## src/rtl/alu_wb_skid_stage_if.sv

```systemverilog
// Handshake bundle between the ALU output, the writeback skid stage and the register-file write port.
// The slave modport is the stage's view; the master modport is the view of whatever drives and drains it.
interface alu_wb_skid_stage_if #(
  parameter int WIDTH   = 32,
  parameter int RD_BITS = 5
);
  logic               in_valid;
  logic               in_ready;
  logic [WIDTH-1:0]   in_y;
  logic               in_carry;
  logic               in_ovf;
  logic               in_set;
  logic [RD_BITS-1:0] in_rd;
  logic               in_we;

  logic               out_valid;
  logic               out_ready;
  logic [WIDTH-1:0]   out_y;
  logic [3:0]         out_flags;
  logic [RD_BITS-1:0] out_rd;
  logic               out_we;

  modport slave (
    input  in_valid, in_y, in_carry, in_ovf, in_set, in_rd, in_we, out_ready,
    output in_ready, out_valid, out_y, out_flags, out_rd, out_we
  );

  modport master (
    output in_valid, in_y, in_carry, in_ovf, in_set, in_rd, in_we, out_ready,
    input  in_ready, out_valid, out_y, out_flags, out_rd, out_we
  );
endinterface

```

## src/rtl/alu_wb_skid_stage.sv

```systemverilog
// Execute-to-writeback stage: 2-entry skid buffer for ALU result, flags and destination tag, plus sticky overflow.
// Optional forwarding outputs byp_valid/byp_rd/byp_y are built only when ALU_WB_BYPASS_EN is defined.
module alu_wb_skid_stage #(
  parameter int WIDTH   = 32,
  parameter int RD_BITS = 5
) (
  input  logic                 clk,
  input  logic                 reset,
  alu_wb_skid_stage_if.slave   bus,
  input  logic                 ovf_clear,
  output logic                 ovf_sticky
`ifdef ALU_WB_BYPASS_EN
  ,
  output logic                 byp_valid,
  output logic [RD_BITS-1:0]   byp_rd,
  output logic [WIDTH-1:0]     byp_y
`endif
);

  typedef enum logic [1:0] {
    EMPTY = 2'd0,
    ONE   = 2'd1,
    FULL  = 2'd2
  } state_t;

  // flags are packed {zero, set, ovf, carry}; we already has the x0 suppression folded in
  typedef struct packed {
    logic [WIDTH-1:0]   y;
    logic [3:0]         flags;
    logic [RD_BITS-1:0] rd;
    logic               we;
  } bundle_t;

  state_t  state_q, state_d;
  bundle_t main_q, main_d;
  bundle_t skid_q, skid_d;
  bundle_t in_bundle;
  logic    in_ready_q;
  logic    xfer_in;
  logic    xfer_out;

  assign xfer_in  = bus.in_valid & in_ready_q;
  assign xfer_out = (state_q != EMPTY) & bus.out_ready;

  always_comb begin
    in_bundle.y     = bus.in_y;
    in_bundle.flags = {(bus.in_y == '0), bus.in_set, bus.in_ovf, bus.in_carry};
    in_bundle.rd    = bus.in_rd;
    in_bundle.we    = bus.in_we & (bus.in_rd != '0);
  end

  // NOTE: every always_comb output gets its hold value first, so no branch can leave one unassigned and infer a latch.
  always_comb begin
    state_d = state_q;
    main_d  = main_q;
    skid_d  = skid_q;
    unique case (state_q)
      EMPTY: begin
        if (xfer_in) begin
          main_d  = in_bundle;
          state_d = ONE;
        end
      end
      ONE: begin
        if (xfer_in && xfer_out) begin
          main_d = in_bundle;
        end else if (xfer_in) begin
          skid_d  = in_bundle;
          state_d = FULL;
        end else if (xfer_out) begin
          state_d = EMPTY;
        end
      end
      FULL: begin
        if (xfer_out) begin
          main_d  = skid_q;
          state_d = ONE;
        end
      end
      default: state_d = EMPTY;
    endcase
  end

  // NOTE: state uses non-blocking assignments so every register samples pre-edge values regardless of block order.
  // NOTE: the skid entry is reset along with main; it is only two words and keeps held bundles from resurfacing.
  always_ff @(posedge clk or posedge reset) begin
    if (reset) begin
      state_q    <= EMPTY;
      main_q     <= '0;
      skid_q     <= '0;
      in_ready_q <= 1'b1;
    end else begin
      state_q    <= state_d;
      main_q     <= main_d;
      skid_q     <= skid_d;
      in_ready_q <= (state_d != FULL);
    end
  end

  // a set in the same cycle as a clear wins
  always_ff @(posedge clk or posedge reset) begin
    if (reset) begin
      ovf_sticky <= 1'b0;
    end else if (xfer_in && bus.in_ovf) begin
      ovf_sticky <= 1'b1;
    end else if (ovf_clear) begin
      ovf_sticky <= 1'b0;
    end
  end

  assign bus.in_ready  = in_ready_q;
  assign bus.out_valid = (state_q != EMPTY);
  assign bus.out_y     = main_q.y;
  assign bus.out_flags = main_q.flags;
  assign bus.out_rd    = main_q.rd;
  assign bus.out_we    = main_q.we;

`ifdef ALU_WB_BYPASS_EN
  // the bundle still on the ALU outputs is younger than anything buffered, so it takes priority
  always_comb begin
    byp_valid = 1'b0;
    byp_rd    = main_q.rd;
    byp_y     = main_q.y;
    if (bus.in_valid && bus.in_we && (bus.in_rd != '0)) begin
      byp_valid = 1'b1;
      byp_rd    = bus.in_rd;
      byp_y     = bus.in_y;
    end else begin
      byp_valid = (state_q != EMPTY) & main_q.we;
    end
  end
`endif

endmodule

```

## src/flat_wrapper.sv

```systemverilog
// flat-port wrapper written by rule: the top's interface ports become plain ports
module alu_wb_skid_stage_flat 
#(
  parameter int WIDTH   = 32,
  parameter int RD_BITS = 5
)
  (clk, reset, ovf_clear, ovf_sticky, bus_in_valid, bus_in_y, bus_in_carry, bus_in_ovf, bus_in_set, bus_in_rd, bus_in_we, bus_out_ready, bus_in_ready, bus_out_valid, bus_out_y, bus_out_flags, bus_out_rd, bus_out_we);
  alu_wb_skid_stage_if #(.WIDTH(WIDTH), .RD_BITS(RD_BITS)) bus_i ();
  input  logic clk;
  input  logic reset;
  input  logic ovf_clear;
  output logic ovf_sticky;
  input wire logic [$bits(bus_i.in_valid)-1:0] bus_in_valid;
  input wire logic [$bits(bus_i.in_y)-1:0] bus_in_y;
  input wire logic [$bits(bus_i.in_carry)-1:0] bus_in_carry;
  input wire logic [$bits(bus_i.in_ovf)-1:0] bus_in_ovf;
  input wire logic [$bits(bus_i.in_set)-1:0] bus_in_set;
  input wire logic [$bits(bus_i.in_rd)-1:0] bus_in_rd;
  input wire logic [$bits(bus_i.in_we)-1:0] bus_in_we;
  input wire logic [$bits(bus_i.out_ready)-1:0] bus_out_ready;
  output wire logic [$bits(bus_i.in_ready)-1:0] bus_in_ready;
  output wire logic [$bits(bus_i.out_valid)-1:0] bus_out_valid;
  output wire logic [$bits(bus_i.out_y)-1:0] bus_out_y;
  output wire logic [$bits(bus_i.out_flags)-1:0] bus_out_flags;
  output wire logic [$bits(bus_i.out_rd)-1:0] bus_out_rd;
  output wire logic [$bits(bus_i.out_we)-1:0] bus_out_we;
  assign bus_i.in_valid = bus_in_valid;
  assign bus_i.in_y = bus_in_y;
  assign bus_i.in_carry = bus_in_carry;
  assign bus_i.in_ovf = bus_in_ovf;
  assign bus_i.in_set = bus_in_set;
  assign bus_i.in_rd = bus_in_rd;
  assign bus_i.in_we = bus_in_we;
  assign bus_i.out_ready = bus_out_ready;
  assign bus_in_ready = bus_i.in_ready;
  assign bus_out_valid = bus_i.out_valid;
  assign bus_out_y = bus_i.out_y;
  assign bus_out_flags = bus_i.out_flags;
  assign bus_out_rd = bus_i.out_rd;
  assign bus_out_we = bus_i.out_we;
  alu_wb_skid_stage #(.WIDTH(WIDTH), .RD_BITS(RD_BITS)) u_core (.clk(clk), .reset(reset), .bus(bus_i), .ovf_clear(ovf_clear), .ovf_sticky(ovf_sticky));
endmodule
```

## config.mk

```make
export PLATFORM = sky130hd
export DESIGN_NAME = alu_wb_skid_stage_flat
export DESIGN_NICKNAME = d
export VERILOG_FILES = /design/src/rtl/alu_wb_skid_stage_if.sv /design/src/rtl/alu_wb_skid_stage.sv /design/src/flat_wrapper.sv
export SDC_FILE = /design/constraint.sdc
export NUM_CORES = 1
export LEC_CHECK = 0
export ABC_CLOCK_PERIOD_IN_PS = 5500
export CAP_MARGIN = 20
export CELL_PAD_IN_SITES_DETAIL_PLACEMENT = 2
export CELL_PAD_IN_SITES_GLOBAL_PLACEMENT = 2
export CORE_MARGIN = 2
export CORE_UTILIZATION = 39
export CTS_BUF_LIST = sky130_fd_sc_hd__clkbuf_8 sky130_fd_sc_hd__clkbuf_16
export CTS_CLUSTER_DIAMETER = 150
export DETAILED_ROUTE_END_ITERATION = 8
export DONT_BUFFER_PORTS = 1
export MAX_ROUTING_LAYER = met4
export PLACE_DENSITY_LB_ADDON = 0.1
export SYNTH_ARGS = -nofsm -noshare
export SYNTH_HDL_FRONTEND = slang
export SYNTH_SLANG_ARGS = --single-unit
```

## constraint.sdc

```tcl
create_clock -name clk -period 5.5 [get_ports clk]
set_input_delay 0.825 -clock clk [delete_from_list [all_inputs] [get_ports clk]]
set_output_delay 0.825 -clock clk [all_outputs]
set_load 0.1 [all_outputs]
```

# Word level (Yosys, flattened, before mapping)
# Index checks and enable logic that the tools add are counted.
# totals
regBits	88
input_bits	46
n_memories	0
out_inout_bits	45
ram_bits	0
latchBits	0
romBits	0
# op_classes
n_shift	0
multipliers	0
n_lt_le_gt_ge	0
n_div	0
eq_ne	6
n_mux	12
bitwise_logic	4
n_reduce_logical	10
addsub	0
# ops
op	count
2-to-1 mux 42 bit	3
case mux 42 bit (3 select lines)	1
logical NOT 32 bit	1
2-to-1 mux 2 bit	5
!= test 2 x 1 -> 1 bit (second input constant)	3
case mux 2 bit (3 select lines)	1
nonzero test 5 bit	1
AND reduction 4 bit	1
nonzero test 2 bit	2
AND 1 bit	3
AND reduction 3 bit	1
nonzero test 3 bit	1
equality test 2 x 1 -> 1 bit (second input constant)	1
equality test 2 bit (second input constant)	1
logical AND 1 bit	2
logical NOT 2 bit	1
2-to-1 mux 1 bit	2
!= test 2 bit (second input constant)	1
NOT 1 bit	1

# Depth between registers and ports, before layout
# Gate-level depths: netlist of run 1.
# logic_depth
ltp_word	7
depth_mapped	6
ltp_nobuf	4

# Worst setup path after synthesis of run 1
# OpenSTA, ideal clock, no wires.
# synth_timing
path_kind	register -> register
startpoint	register u_core.in_ready_q (netlist: u_core.bus.in_ready)
endpoint	register u_core.skid_q[10] in the netlist's numbering
n_path_buf	2
setup_time_ps	117
t_required_ps	5383
t_arrival_ps	1911
stages_incl_launch_ff	7
path_slack_ps	3473
path_cell_list	dfstp_2 -> nand2_2 -> or4b_1 -> buf_2 -> buf_6 -> nand2_1 -> nand2_1
# synth_between
elab_chain_len	4
# synth_rtl
item	line	rtl
start: declaration	alu_wb_skid_stage.sv:38	logic in_ready_q;
start signal: assignment	alu_wb_skid_stage.sv:96	in_ready_q <= (state_d != FULL);
AND 1 bit (*)	alu_wb_skid_stage.sv:42	assign xfer_in = bus.in_valid & in_ready_q;
logical AND 1 bit	alu_wb_skid_stage.sv:65	if (xfer_in && xfer_out) begin
NOT 1 bit (no source line)	-	
AND reduction 3 bit (no source line) (*)	-	
end signal: assignment	alu_wb_skid_stage.sv:95	skid_q <= skid_d;
end: declaration	alu_wb_skid_stage.sv:36	bundle_t skid_q, skid_d;
# Mark *: on every way between the ends. The rest lies on a longest branch, timed or not.
# A chain may end at the register's enable or synchronous reset.

# Worst setup path in the final report of run 1
# layout_timing
startpoint	register u_core.state_q[1]
endpoint	register u_core.main_q, in the netlist u_core.bus.out_flags[3]
# layout_between
elab_chain_len	5
# layout_rtl
item	line	rtl
start: declaration	alu_wb_skid_stage.sv:34	state_t state_q, state_d;
start signal: assignment	alu_wb_skid_stage.sv:93	state_q <= state_d;
nonzero test 2 bit (*)	-	
net bus_out_valid	flat_wrapper.sv:22	output wire logic [$bits(bus_i.out_valid)-1:0] bus_out_valid;
AND 1 bit (*)	alu_wb_skid_stage.sv:43	assign xfer_out = (state_q != EMPTY) & bus.out_ready;
logical AND 1 bit	alu_wb_skid_stage.sv:65	
!= test 2 x 1 -> 1 bit (no source line)	-	
AND reduction 4 bit (no source line) (*)	-	
end signal: assignment	alu_wb_skid_stage.sv:94	main_q <= main_d;
end: declaration	alu_wb_skid_stage.sv:35	bundle_t main_q, main_d;
# Mark *: on every way through the listed nets, which the timed path passes. The rest lies on a longest branch.

==> results, run 1 <==
- In this run, CTS created clock tree buffers numbering 9.
- The time the final worst path needs with I/O delays and setup is 2.78 ns.
- The residual DRC count is 0.
- The number of buffers added on ports is 0.
- Data on the critical path is required at its endpoint by 5.73 ns.
- The routed layout has 2926 vias.
- The total number of clock tree sinks is 88.
- The TritonCTS clock tree is built.
- The part of the Yosys area used for sequential elements is 58.2%.
- By count the netlist is led by nand2_1, dfrtp_1, nor2_1.
- After detailed routing, the number of vias per cell comes to 5.26.
- The first detailed-routing pass ran for 4 iterations.
- After clock tree synthesis, the clock-pin slew on the worst setup and hold paths is 0.09 ns.
- Of all nets on the critical path, the largest fanout is 84.
- The gate count after technology mapping is 437.
- The number of nets handed over by synthesis was 483.
- At the end of routability-driven placement, the weighted congestion stood at 0.744.
- The filler cell count in the final layout is 1060.
- The residual antenna-violating net count after detailed routing is 0.
- The data arrival at the endpoint of the critical path is 3.02 ns.
- The number of global-route vias before repair is 3202.
- The core region is 0.00933 mm².
- The share of flip-flops with an asynchronous set or reset is 100%.
- The mean area per synthesized cell is 8.66 µm².
- Measured along the x axis, the die boundary spans 102 µm.
- After routing, the total negative slack on setup checks comes to 0 ns.
- The prevailing post-synth register cell is dfrtp_1.
- The clock reaches the later pin of the worst-skew pair after 0.35 ns.
- By area the synthesized netlist is led by dfrtp_1, nand2_1, a31oi_1.
- The number of failing setup endpoints in the final timing report is 0.
- The sequential standard cell area is 0.00220 mm².
- The number of hold violations in the final report is 0.
- The transition time at the pin with the least slew margin is 1.05 ns.
- The worst setup path is launched from a flip-flop.
- The relative area change from synthesis to final layout is 7.84%.
- The number of gates resized after CTS is 0.
- The I/O pin count is 91.
- The post-synthesis instance area is 0.00378 mm².
- The final clock period utilization by the worst path is 50.6%.
- After the first detailed-routing iteration, the DRC count stood at 84.
- The share of the synthesized area in the top cell type is 57.5%.
- Measured against its own limit, the worst slew margin works out to 29.7%.
- The initialized floorplan defines 35 standard-cell rows.
- The pre-CTS worst setup slack is 2.70 ns.
- In this run the worst hold path is classified as input pin to async pin.
- For this design, the CTS-stage hold fixing added 0 buffers.
- The initial utilization of the core area, before any placement, comes to 40.6%.
- The worst setup path is of the flip-flop to flip-flop kind.
- The initial antenna violation count was 0.
- The global-route usage over all layers is 21.4%.
- 0 antenna diodes ended up in the layout.
- The wire length of the first global-routing pass is 16700 µm.
- Between clock sinks in the finished design, the worst skew comes to 0.00838 ns.
- The number of levels in the clock H-tree is 3.
- The flow ran to the end, and the final reports show no timing, DRC or antenna violations.
- The cell type contributing the most total cell area after synthesis is dfrtp_1.
- The number of nets at the end of the flow is 470.
- The count of max-cap constraint violations is 0.
- The maximum number of buffers from clock root to sink is 2.
- The worst setup path is captured at a flip-flop.
- The buffer cell driving the clock tree root is clkbuf_8.
- The number of buffers inserted by post-CTS setup repair is 0.
- Once detailed placement completed, the half-perimeter wirelength came to 6460 µm.
- The wire length per cell is 18.1 µm.
- In this run, synthesis inferred 0 flip-flops with an integrated enable.
- The synthesized design contains 88 register bits.
- The share of post-route cells with drive strength above 1 is 6.09%.
- The total die area is 0.0105 mm².
- The die height is 102 µm.
- The cell with the most instances after synthesis is nand2_1.
- For this run the aggregate overflow at the end of global routing stands at 0.
- Setup repair after global routing left no endpoint under its margin.
- The count of yosys warnings during synthesis is 0.
- The highest clock frequency the design can meet is 0.359 GHz.
- The aggregate routed wire length is 10000 µm.
- The netlist uses 30 different library cells.
- The multi-input gate area in the final layout is 0.00144 mm².
- The max-slew violation total from the final report came to 0.
- Once routing completed, OpenROAD measured the worst setup slack at 2.72 ns.
- Entering global routing, the biggest net connects 85 pins.
final timing paths:
| kind | from | endpoint | slack (ns) | cells past startpoint |
|---|---|---|---|---|
| worst max-delay path | u_core.state_q[1] | u_core.bus.out_flags[3] | 2.72 | 5 |
| worst min-delay path | reset | u_core.bus.out_y[17] | 0.34 | 1 |
| max in group asynchronous | reset | u_core.bus.out_rd[1] | 4.00 | 2 |
| worst min register to register | u_core.skid_q[31] | u_core.skid_q[31] | 0.48 | 2 |
| min in group clk | u_core.skid_q[31] | u_core.skid_q[31] | 0.48 | 2 |
| worst max register to register | u_core.state_q[1] | u_core.bus.out_flags[3] | 2.72 | 5 |
stage by stage:
stage          util (%)  area [µm²]  instances  hold slack [ns]
6_report           43.7        4080        556            0.341
5_1_grt            43.7        4080        556            0.365
4_1_cts            43.5        4060        555            0.349
3_5_place_dp       41.1        3840        541            0.463
3_3_place_gp       41.1        3840        541            0.458
2_1_floorplan         -        3780        437            0.444
layout make-up:
class / instances / share of cell area [%]
Sequential cell: 88 / 54.0
Multi-Input combinational cell: 318 / 35.2
Tap cell: 129 / 3.96
Clock buffer: 9 / 3.04
Clock inverter: 5 / 2.42
Timing Repair Buffer: 4 / 1.04
Inverter: 3 / 0.307
critical path, stage by stage (launching register included):
cell      delay [ns]
dfrtp_1         0.49
or2_1           0.65
o211ai_4        0.33
buf_4           0.66
o311ai_0        0.31
o21a_1          0.18
kinds of logic after synthesis:
logic type,after synthesis,share of synthesized area [%]
DFF,88,58.2
and+or+nand+nor,267,28.4
AOI/OAI and AO/OA,51,8.90
buffers and inverters,31,4.50
cell usage in the layout, fill, tap and decap left out, types with 2 or more instances in the layout:
master and instances:
dfrtp_1 87, o21a_1 2, a31oi_1 41, buf_4 3, o21ai_0 3, inv_1 3, bufinv_16 3, nor4_1 8
nor2_1 42, clkbuf_8 9, clkinv_2 2, nand4_1 2, nand2_1 204
flip-flops by register name, summed over array words and instances, names as in the netlist:
register              cells
u_core.skid_q            42
u_core.bus.out_y         32
u_core.bus.out_rd         5
u_core.bus.out_flags      4
u_core.state_q            2
u_core.bus.in_ready       1
u_core.bus.out_we         1
u_core.ovf_sticky         1
per-layer routing:
metal | vias up | GRT usage (%) | part of all wire [%]
met2 | 60 | 34.8 | 51
met5 | - | - | 0
met4 | 0 | 6.15 | 0.91
met3 | 9 | 5.63 | 6.1
li1 | 1390 | - | -
met1 | 1467 | 26.3 | 42
Power of run 1 is left out: the tool's default activity adds up to more than one toggle a clock period on the data nets, which glitch-free logic cannot reach.
==> run 2: changes to the inputs <==
--- a/config.mk
+++ b/config.mk
@@ -5,12 +5,12 @@
 export SDC_FILE = /design/constraint.sdc
 export NUM_CORES = 1
 export LEC_CHECK = 0
-export ABC_CLOCK_PERIOD_IN_PS = 5500
+export ABC_CLOCK_PERIOD_IN_PS = 2400
 export CAP_MARGIN = 20
 export CELL_PAD_IN_SITES_DETAIL_PLACEMENT = 2
 export CELL_PAD_IN_SITES_GLOBAL_PLACEMENT = 2
 export CORE_MARGIN = 2
-export CORE_UTILIZATION = 39
+export CORE_UTILIZATION = 33
 export CTS_BUF_LIST = sky130_fd_sc_hd__clkbuf_8 sky130_fd_sc_hd__clkbuf_16
 export CTS_CLUSTER_DIAMETER = 150
 export DETAILED_ROUTE_END_ITERATION = 8
==> constraint.sdc (replaced) <==
create_clock -name clk -period 2.4 [get_ports clk]
set_input_delay 0.36 -clock clk [delete_from_list [all_inputs] [get_ports clk]]
set_output_delay 0.36 -clock clk [all_outputs]
set_load 0.1 [all_outputs]
==> run 2 against run 1 <==
Compared with the run above:
- hold slack got worse by 0.33 ns
- largest cell class unchanged
- utilization decreased by 5.8 points
- die area increased by 17%
- global-route usage decreased by 1.8 points
- flip-flop and latch count unchanged
- critical path type unchanged
==> results, run 2 (synthesis results as in run 1) <==
- The cell family with the largest share of critical-path delay is simple AND/OR/NAND/NOR gates.
- Cells with a size suffix above 1 make up 9.46% of the layout.
- Leaving out fill and tap cells, the most frequent cell in the layout is nand2_1.
- The number of gates resized after CTS is 0.
- The startpoint type of the worst setup path is a flip-flop.
- Leaving out fill and tap cells, the most frequent cells in the layout are nand2_1, dfrtp_1, nor2_1, a31oi_1, buf_4.
- The die covers 0.0123 mm².
- The register with the most flip-flops in the layout has 42 of them.
- The highest clock frequency the design can meet is 0.505 GHz.
- The number of hold violations in the final report came to 0.
- The number of CTS-inserted buffers is 9.
- The relative area change from synthesis to final layout is 13.5%.
- The H-tree was split into 3 levels.
- Clock-pin slew was measured on the worst setup and hold paths at 0.06 ns.
- No sink is reached through more buffers than the 2 on the longest clock path.
- In the routed layout, each cell is associated on average with a via count of 5.15.
- The maximum number of pins on one net before global-route repair is 55.
- The number of nets at the end of the flow is 485.
- The number of buffers and inverters on the critical path is 1.
- After detailed routing, the average wire length per cell comes to 18.6 µm.
- The number of detailed-routing iterations run before antenna repair is 4.
- The max-slew violation total from the final report is 0.
- The time the final worst path needs with I/O delays and setup is 1.98 ns.
- The first global-routing pass estimated 18500 µm of wire.
- The biggest cell delay along the critical path is 0.62 ns.
- The initial antenna violation count is 0.
- The headroom to the max-slew limit is 38.7%.
- The signal on the critical path passes through nand2_2, or4b_2, buf_4, o31ai_2.
- The critical path is of the flip-flop to flip-flop type.
- The overall via count from detail_route is 3025.
- In this run the register-to-register setup slack is 0.42 ns.
- The class of the most critical hold timing path is input pin to async pin.
- The count of max-cap constraint violations is 0.
- In the finished design, the share of the clock period the worst path needs comes to 82.6%.
- The clock reaches the later pin of the worst-skew pair after 0.35 ns.
- Clock skew on the completed layout was measured at 0.00524 ns.
- The placed wire-length estimate is 7240 µm.
- The core area is 0.0113 mm².
- The floorplan has 39 rows.
- The run finished with clean final reports.
- The die height is 111 µm.
- The initial cell density of the core is 33.4%.
- The root buffer cell chosen for the clock tree is clkbuf_16.
- The kind of capture point of the worst setup path is a flip-flop.
- The number of cell instances on the worst register-to-register path is 4.
- The number of failing setup endpoints in the final timing report is 0.
- Across every metal layer, demand over resource in global routing totals 19.6%.
- At the worst endpoint, the arrival time is 2.24 ns.
- The horizontal extent of the die is 111 µm.
- For this block, the initial DRC count from the detailed router was 103.
- The final RePlAce weighted congestion is 0.743.
- The final total negative setup slack is 0 ns.
- The routed design has 10900 µm of wire.
- The I/O pin count is 91.
- The residual DRC count is 0.
- The TritonCTS clock tree is built.
- The worst register-to-register path ends at u_core.skid_q[9].
- The total number of clock tree sinks is 88.
- The data required time of the worst path is 2.66 ns.
- The residual antenna-violating net count after detailed routing is 0.
- The total of hold buffers inserted after clock tree synthesis is 0.
- In this run the critical register-to-register path is launched from u_core.bus.in_ready.
- Setup repair after global routing left no endpoint under its margin.
- The total congestion overflow is 0.
- Counting flops per register, the top entry is u_core.skid_q.
- Buffers placed on the I/O ports in this run total 0.
- For the pin with the worst max-slew slack, the measured transition is 0.919 ns.
- The number of global-route vias before repair is 3482.
- The number of antenna diodes in the final layout is 0.
- In this run the worst path has a maximum fanout of 44.
- The number of setup buffers added after CTS is 0.
- For this design, the slowest cell found on the critical path is or4b_2.
[run 2: cell count changes in the layout (fill, tap and decap cells not counted), moves of 2 or more]
cell / change
buf_12: +3
bufinv_16: -3
clkbuf_16: +9
clkinv_2: +2
clkbuf_8: -8
buf_4: +12
[run 2: routing by layer]
metal | track usage, % | routed length (µm)
met5 | - | 0
met3 | 5.19 | 574
met1 | 23.7 | 4840
met4 | 7.65 | 204
met2 | 31.6 | 5290
[run 2: per-stage QoR]
| stage | hold WS, ns | cells | worst slack [ns] | area, µm² | util (%) |
|---|---|---|---|---|---|
| 6_report | 0.00728 | 587 | 0.419 | 4290 | 37.9 |
| 5_1_grt | 0.0638 | 587 | 0.319 | 4290 | 37.9 |
| 4_1_cts | 0.0369 | 587 | 0.400 | 4290 | 37.9 |
| 3_5_place_dp | 0.416 | 571 | 0.423 | 4030 | 35.6 |
| 3_3_place_gp | 0.415 | 571 | 0.476 | 4030 | 35.6 |
| 2_1_floorplan | 0.444 | 437 | 0.373 | 3790 | - |
[run 2: worst max-delay path by stage]
| stage | slack [ns] | to | cells past startpoint | from |
|---|---|---|---|---|
| 6_report | 0.42 | u_core.skid_q[9] | 4 | u_core.bus.in_ready |
| 5_1_grt | 0.32 | u_core.skid_q[9] | 4 | u_core.bus.in_ready |
| 4_1_cts | 0.40 | u_core.skid_q[9] | 4 | u_core.bus.in_ready |
| 3_5_place_dp | 0.42 | u_core.skid_q[9] | 4 | u_core.bus.in_ready |
| 3_3_place_gp | 0.48 | u_core.skid_q[9] | 4 | u_core.bus.in_ready |
| 2_1_floorplan | 0.37 | u_core.skid_q[10] | 6 | u_core.bus.in_ready |
[run 2: final cells by class]
cell class | instances | area [µm²]
inverter | 3 | 15.0
multi-input combinational | 318 | 1440
tap | 143 | 179
clock inverter | 6 | 27.5
timing repair buffer | 19 | 193
sequential | 88 | 2200
fill | 1281 | 7030
clock buffer | 10 | 239
[run 2: worst register-to-register path: stages, from the launching register on]
cell and delay [ns]:
dfstp_2 0.54, nand2_2 0.11, or4b_2 0.62, buf_4 0.31, o31ai_2 0.31
Power of run 2 is left out for the same reason.
